$ cat src/rtl/matrix_transposer_pp.sv
// rtl/matrix_transposer_pp.sv - ping-pong NxN matrix transposer, row in / column out
//
// Purpose: accepts one matrix row per upstream handshake into the filling
// bank and emits one column per downstream handshake from the draining bank.
// Two banks alternate so a steady stream moves one beat per cycle each side.
//
// Ports:
//   clk       clock
//   rst       asynchronous active-high reset
//   up_data   one row, element j in bits [j*W +: W]
//   up_valid  row valid
//   up_ready  row accepted when up_valid && up_ready
//   dn_data   one column, element r in bits [r*W +: W]; 0 when dn_valid=0
//   dn_valid  column valid
//   dn_ready  column consumed when dn_valid && dn_ready
//   dn_last   high with the final column of a matrix
//   bypass    (MTX_BYPASS_EN only) sampled on row 0; frame passes rows through
//
// Optional feature macro: MTX_BYPASS_EN

module matrix_transposer_pp #(
    parameter int N = 4,
    parameter int W = 8
) (
    input  logic           clk,
    input  logic           rst,
    input  logic [N*W-1:0] up_data,
    input  logic           up_valid,
    output logic           up_ready,
    output logic [N*W-1:0] dn_data,
    output logic           dn_valid,
    input  logic           dn_ready,
    output logic           dn_last
`ifdef MTX_BYPASS_EN
    ,
    input  logic           bypass
`endif
);

    localparam int CW = $clog2(N);
    localparam logic [CW-1:0] LAST = CW'(N - 1);

    // Matrix storage; contents are don't-care until a full frame lands.
    logic [N*W-1:0] mem [2][N];

    logic          wr_bank;
    logic          rd_bank;
    logic [CW-1:0] row_cnt;
    logic [CW-1:0] col_cnt;
    logic [1:0]    full;
    logic [1:0]    full_next;

    logic up_fire;
    logic dn_fire;
    logic up_end;
    logic dn_end;

    logic [N*W-1:0] col_word;

    assign up_ready = !rst && !full[wr_bank];
    assign dn_valid = full[rd_bank];
    assign up_fire  = up_valid && up_ready;
    assign dn_fire  = dn_valid && dn_ready;
    assign up_end   = up_fire && (row_cnt == LAST);
    assign dn_end   = dn_fire && (col_cnt == LAST);
    assign dn_last  = dn_valid && (col_cnt == LAST);

    // A set needs full[wr_bank]=0 and a clear needs full[rd_bank]=1, so a
    // simultaneous set and clear always hit different banks.
    always_comb begin
        full_next = full;
        if (up_end) full_next[wr_bank] = 1'b1;
        if (dn_end) full_next[rd_bank] = 1'b0;
    end

    always_ff @(posedge clk or posedge rst) begin
        if (rst) begin
            wr_bank <= 1'b0;
            rd_bank <= 1'b0;
            row_cnt <= '0;
            col_cnt <= '0;
            full    <= 2'b00;
        end else begin
            full <= full_next;
            if (up_fire) begin
                row_cnt <= up_end ? '0 : row_cnt + 1'b1;
                if (up_end) wr_bank <= !wr_bank;
            end
            if (dn_fire) begin
                col_cnt <= dn_end ? '0 : col_cnt + 1'b1;
                if (dn_end) rd_bank <= !rd_bank;
            end
        end
    end

    always_ff @(posedge clk) begin
        if (up_fire) mem[wr_bank][row_cnt] <= up_data;
    end

    // Column col_cnt gathered from every row of the draining bank.
    always_comb begin
        col_word = '0;
        for (int r = 0; r < N; r++) begin
            col_word[r*W +: W] = mem[rd_bank][r][int'(col_cnt)*W +: W];
        end
    end

`ifdef MTX_BYPASS_EN
    logic [1:0] bank_bypass;

    always_ff @(posedge clk or posedge rst) begin
        if (rst) begin
            bank_bypass <= 2'b00;
        end else if (up_fire && (row_cnt == '0)) begin
            bank_bypass[wr_bank] <= bypass;
        end
    end

    always_comb begin
        dn_data = '0;
        if (dn_valid) dn_data = bank_bypass[rd_bank] ? mem[rd_bank][col_cnt] : col_word;
    end
`else
    always_comb begin
        dn_data = '0;
        if (dn_valid) dn_data = col_word;
    end
`endif

endmodule
$ cat config.mk
export PLATFORM = sky130hd
export DESIGN_NAME = matrix_transposer_pp
export DESIGN_NICKNAME = d
export VERILOG_FILES = /design/src/rtl/matrix_transposer_pp.sv
export SDC_FILE = /design/constraint.sdc
export NUM_CORES = 1
export LEC_CHECK = 0
export CAP_MARGIN = 20
export CORE_MARGIN = 4
export CORE_UTILIZATION = 53
export DETAILED_ROUTE_END_ITERATION = 12
export PLACE_DENSITY = 0.76
export SYNTH_ARGS = -nofsm -noshare
export SYNTH_HDL_FRONTEND = slang
export SYNTH_SLANG_ARGS = --single-unit
$ cat constraint.sdc
create_clock -name clk -period 2.1 [get_ports clk]
set_input_delay 0.315 -clock clk [delete_from_list [all_inputs] [get_ports clk]]
set_output_delay 0.315 -clock clk [all_outputs]
set_load 0.03 [all_outputs]
* Yosys cells after proc, flatten, opt, wreduce, memory -nomap -nowiden *
Memory sizes are Yosys's and may differ from the RTL's.
Cells that the tools add are included.

cells by class
  $lt $le $gt $ge = 6
  bitwise operators = 4
  eq/ne operators = 2
  shifts and indexed selects = 4
  multiplexer cells = 17
  reductions and logical operators = 15
  $add $sub $neg = 2

operators with widths
  kind                                                                           count
  128-bit 2-to-1 mux                                                             1
  32-bit by 6-bit indexed part select with 8-bit output                          4
  32-bit demux with 2-bit select                                                 1
  32-bit 2-to-1 mux                                                              2
  1-bit logical AND                                                              9
  2-bit 2-to-1 mux                                                               4
  1-bit 2-to-1 mux                                                               7
  2-bit by 1-bit adder with 2-bit output (second input constant)                 2
  2-bit equality test (second input constant)                                    2
  1-bit zero test                                                                4
  1-bit by 2-bit less-than comparator with 1-bit output (second input constant)  2
  2-bit AND reduction                                                            2
  3-bit >= comparator (second input constant)                                    1
  3-bit by 1-bit less-than comparator with 1-bit output (second input constant)  1
  2-bit NOT with 3-bit output                                                    1
  2-bit bitwise AND                                                              1
  1-bit demux with 1-bit select                                                  2
  1-bit >= comparator (second input constant)                                    2
  2-bit NOT                                                                      1
  2-bit bitwise OR                                                               1

word-level totals
  output and inout port bits = 35
  register bits after elaboration = 8
  memories kept = 1
  word-level logic and storage cells = 56
  memory bits (writable) = 256

memories
  memory  depth  bits a word  read ports  clocked after memory_dff  write ports  line  source
  mem     2      128          1           0                         1            44    logic [N*W-1:0] mem [2][N];

* Depth between registers and ports, before layout *
  depth in word-level cells = 9
  depth in mapped cells = 5

* Worst setup path before layout *
OpenSTA, ideal clock, no wires.

  path type = flip-flop to flip-flop
  start point = register wr_bank
  end point = memory mem[0][32] (netlist name) (enable)
  arrival = 1.687 ns
  slack = 0.021 ns
  cell stages (with the launch flop) = 3
  library setup time = 0.392 ns
  path buffers = 0
  required time = 1.708 ns
  path through = dfrtp_1 > nor4b_1 > and2_1

between the ends
  cells in the longest elaborated chain, start to end = 7

ends and longest elaborated chain
  what                                                  line  source
  start: declaration                                    46    logic wr_bank;
  start signal: assignment                              87    if (up_end) wr_bank <= !wr_bank;
  1-bit 2-to-1 mux (implied by the code) (2 in series)  60    assign up_ready = !rst && !full[wr_bank];
  1-bit zero test                                       60
  1-bit logical AND                                     60
  1-bit logical AND                                     62    assign up_fire = up_valid && up_ready;
  1-bit 2-to-1 mux                                      97    if (up_fire) mem[wr_bank][row_cnt] <= up_data;
  128-bit 2-to-1 mux (implied by the code)              97
  end: declaration                                      44

Parallel ways exist; a longest one is shown, timed or not. The select of a mux whose other input is x is not followed.

* Final worst setup path *
  start point = register rd_bank
  end point = output dn_data[1]

between the ends
  cells in the longest elaborated chain, start to end = 3

ends and longest elaborated chain
  what                                                                                       line     source
  start: declaration                                                                         47       logic rd_bank;
  start signal: assignment                                                                   91       if (dn_end) rd_bank <= !rd_bank;
  memory read 2 x 128 bit or 1-bit 2-to-1 mux (tied branches)                                -
  32-bit by 6-bit indexed part select with 8-bit output or 1-bit 2-to-1 mux (tied branches)  104, 61
  32-bit 2-to-1 mux (*)                                                                      126      if (dn_valid) dn_data = col_word;
  end: declaration                                                                           30       output logic [N*W-1:0] dn_data,

Every way passes the cells marked *; elsewhere a longest branch is shown, timed or not. The select of a mux whose other input is x is not followed.

==> results_tabular.tex <==
\begin{tabular}{lr}
\hline
Metric & Value \\
\hline
\multicolumn{2}{l}{\textbf{Critical path}} \\
Cell chain of the critical path & buf\_8 -> bufbuf\_16 -> mux2\_2 -> o21ai\_2 -> nor3\_1 -> buf\_4 \\
Critical Path Sink Type & output port \\
Worst r2r dst & mem[0][123] \\
Crit path required time & 1.78 ns \\
Worst Setup Path Type & reg -> out \\
Cell with the biggest individual delay on the critical path & dfrtp\_4 \\
R2r setup slk & 0.34 ns \\
Arrival time reported for the critical path endpoint & 2.29 ns \\
Maximum single-stage delay on the critical path & 0.50 ns \\
CP Max Fanout & 6 \\
CP Launch Type & register \\
Number of cells traversed by the worst register-to-register path & 4 \\
FF-to-FF Start & full[0] \\
\multicolumn{2}{l}{\textbf{Floorplan}} \\
Die Height & 149 µm \\
Full die area & 22,100 µm² \\
CORE AREA & 19,500 µm² \\
Number of primary I/O pins & 71 \\
Rows & 51 \\
Die Wd & 149 µm \\
Initial core utilization & 54.0\% \\
\multicolumn{2}{l}{\textbf{Routing}} \\
Number of nets with antenna violations after routing & 0 \\
Routed wirelength normalized by instance count & 26.5 µm \\
Iter 0 DRT Violations & 661 \\
Vias per Instance & 6.16 \\
Number of optimization iterations in the first detailed-route pass & 5 \\
Post-detailed-routing wire length & 26,600 µm \\
Via total after detailed routing & 6,172 \\
Remaining DRCs & 0 \\
\multicolumn{2}{l}{\textbf{Synth}} \\
Cell types with the largest area share after synthesis & edfxtp\_1, mux2\_2, a211oi\_1, dfrtp\_1, o22ai\_1 \\
Synth cell count leaders & edfxtp\_1, mux2\_2, o21ai\_0 \\
Sequential element share of the synthesized area & 75.1\% \\
Post-Synthesis Cells & 599 \\
Share of the synthesized netlist area taken by xor and xnor gates & 0\% \\
Flip-flop cell with the highest count after synthesis & edfxtp\_1 \\
Area share of the largest cell type after synthesis & 73.2\% \\
Synth Net Count & 640 \\
Simple logic cell fraction of the synthesized area & 4.87\% \\
Synthesized-area fraction occupied by ao, oa, aoi and oai cells & 6.08\% \\
Synthesized area per cell & 17.5 µm² \\
Share of synthesized registers carrying an async set or reset & 3.03\% \\
Cell variety after synth & 29 \\
Largest area contributor in the synthesized netlist & edfxtp\_1 \\
Share of synthesized cell area in full adder, half adder and majority cells & 0.596\% \\
Cell Area, Synth & 10,500 µm² \\
Multiplexer share of the synthesized area & 10.9\% \\
Number of storage elements in the synthesis netlist & 264 \\
Number of enable-type register cells in the synthesized netlist & 256 \\
Largest family of logic cells by synthesized area & multiplexers \\
Most frequent cell after synthesis & edfxtp\_1 \\
Count of warnings emitted by yosys & 0 \\
\multicolumn{2}{l}{\textbf{Outcome}} \\
Result of the run & finished with violations \\
Violated checks & setup timing \\
\multicolumn{2}{l}{\textbf{GRT}} \\
Wire length of the first global-routing pass & 38,300 µm \\
Global route hottest layer & met2 \\
Vias in the first global route & 6,287 \\
Number of antenna violations at the first check in global routing & 0 \\
Total grt overflow & 0 \\
Met3 demand-to-capacity share in global routing & 3.49\% \\
Total routing resource utilization after global routing & 22.9\% \\
Largest net degree at the start of global routing & 33 \\
Met2 usage & 37.1\% \\
Met1 layer usage reported by global route & 32.7\% \\
\multicolumn{2}{l}{\textbf{Clock network}} \\
Bufs on Longest Clock Path & 3 \\
H-tree levels & 1 \\
Later-pin clock latency in the skew report & 0.53 ns \\
Number of clock sinks & 264 \\
Worst-path clk slew & 0.06 ns \\
CTS tree & done \\
TritonCTS Buffers & 26 \\
Clock tree root driver cell & clkbuf\_16 \\
\multicolumn{2}{l}{\textbf{Pwr}} \\
Static leakage power & 0.00456 µW \\
Tot Pwr & 19,800 µW \\
Maximum vdd ir drop & 0.000788 V \\
Pwr Density & 1460 nW/µm² \\
\multicolumn{2}{l}{\textbf{Placement}} \\
Weighted congestion at the end of routability-driven global placement & 0.801 \\
Final HPWL from detailed placement & 13,200 µm \\
Post-placement worst setup slack & -0.0725 ns \\
Number of buffers inserted by port buffering & 70 \\
\multicolumn{2}{l}{\textbf{STA}} \\
Total count of max-transition violations in the final report & 0 \\
Final worst path period need & 2.60 ns \\
Setup violators final & 34 \\
RSZ-0062 raised after global routing & yes \\
Final hold violation count & 0 \\
Post-Route Skew & 0.0124 ns \\
Fraction of the cycle the final worst path needs & 124\% \\
Peak Freq & 384 MHz \\
Worst-Margin Slew & 0.480 ns \\
Rel. slew slack & 67.9\% \\
Worst-case setup margin in the final layout & -0.505 ns \\
\multicolumn{2}{l}{\textbf{Flow run}} \\
Max-cap check violation count & 0 \\
\multicolumn{2}{l}{\textbf{Cells and area}} \\
Fraction of layout instances using a drive strength above 1 & 42.1\% \\
Ant diodes & 0 \\
Nets & 758 \\
Area growth from synthesis to layout & 29.4\% \\
\multicolumn{2}{l}{\textbf{Min path}} \\
Kind of path behind the tightest hold check & in -> async \\
\hline
\end{tabular}
==> layer usage <==
| metal | vias up | share of wire, % |
|---|---|---|
| met5 | - | 0 |
| li1 | 2620 | - |
| met1 | 3131 | 40 |
| met2 | 364 | 49 |
| met4 | 0 | 2.7 |
| met3 | 57 | 8.8 |
==> kinds of logic (layout without fill, tap and decap cells) <==
logic type	Yosys count	in the layout
adder cells (fa/ha/maj)	5	5
AO/OA/AOI/OAI	101	101
AND/OR/NAND/NOR	88	88
buffers and inverters	39	177
flip-flops	264	264
multiplexers	102	102
==> registers in the layout, indices dropped and copies added (netlist names) <==
register  cells
mem         256
wr_bank       1
col_cnt       2
full          2
row_cnt       2
rd_bank       1
==> layout by cell type (no fill, tap or decap), types with 4 or more instances in the layout <==
master and n:
a211oi_1 24, a211oi_2 8, and2_1 8, and2b_1 14, buf_12 23, buf_16 5, buf_4 40, buf_6 12
buf_8 4, bufinv_16 5, clkbuf_16 30, clkdlybuf4s50_1 35, clkinv_1 5, clkinv_2 8, dfrtp_1 7, edfxtp_1 256
ha_1 5, inv_1 5, mux2_2 93, mux2_4 8, nand2_1 6, nor2b_1 16, nor3_1 6, nor3_2 21
nor3_4 5, o21ai_0 5, o21ai_1 6, o21ai_2 17, o21ai_4 5, o22ai_1 14, o22ai_2 12, o22ai_4 6
==> stage by stage <==
stage                     TNS (ns)  instances  hold slack [ns]  instance area, µm²  util [%]
after floorplan                  0        599            0.152               10500         -
after global placement     -0.0766        934            0.547               11700      60.2
after detailed placement    -0.131        934            0.562               11700      60.2
after CTS                   -13.74       1000           0.0496               13400      68.7
after global routing        -14.75       1002           0.0807               13600      69.8
final                       -13.42       1002           0.0629               13600      69.8
==> cell type report <==
| type | instances | area [µm²] |
|---|---|---|
| repair buffers | 124 | 1560 |
| clock buffers | 30 | 687 |
| well taps | 265 | 332 |
| multi-input cells | 296 | 2890 |
| clock inverters | 18 | 209 |
| fillers | 1092 | 5870 |
| inverters | 5 | 18.8 |
| flip-flops and latches | 264 | 7890 |
==> critical path, delay by kind of cell (launching register included) <==
family	cells	cell delay, ns
buffers and inverters	3	0.66
DFF	1	0.50
and+or+nand+nor	1	0.08
muxes	1	0.37
AOI/OAI and AO/OA	1	0.17
==> how the worst max path moves through the flow <==
stage	from	end	slack, ns
CTS	rd_bank	dn_data[20]	-0.46
global placement	rd_bank	dn_data[10]	-0.06
floorplan	wr_bank	mem[0][32]	0.02
detailed placement	rd_bank	dn_data[10]	-0.07
global route	rd_bank	dn_data[1]	-0.52
finish	rd_bank	dn_data[1]	-0.50
==> power by group <==
group	internal (µW)	total, µW	switching (µW)	leakage, µW
combinational	3820	8580	4770	0.00171
sequential	6170	6370	195	0.00240
clock	2950	4870	1920	0.000446
total	12900	19800	6880	0.00456
==> what timing repair did <==
item	CTS	global route
pin swaps	14	10
buffers inserted	16	3
gates cloned	7	2
endpoints found under the setup margin	33	34
hold buffers	0	0
gates resized for setup	116	57
Power figures use the tool's default switching activity.
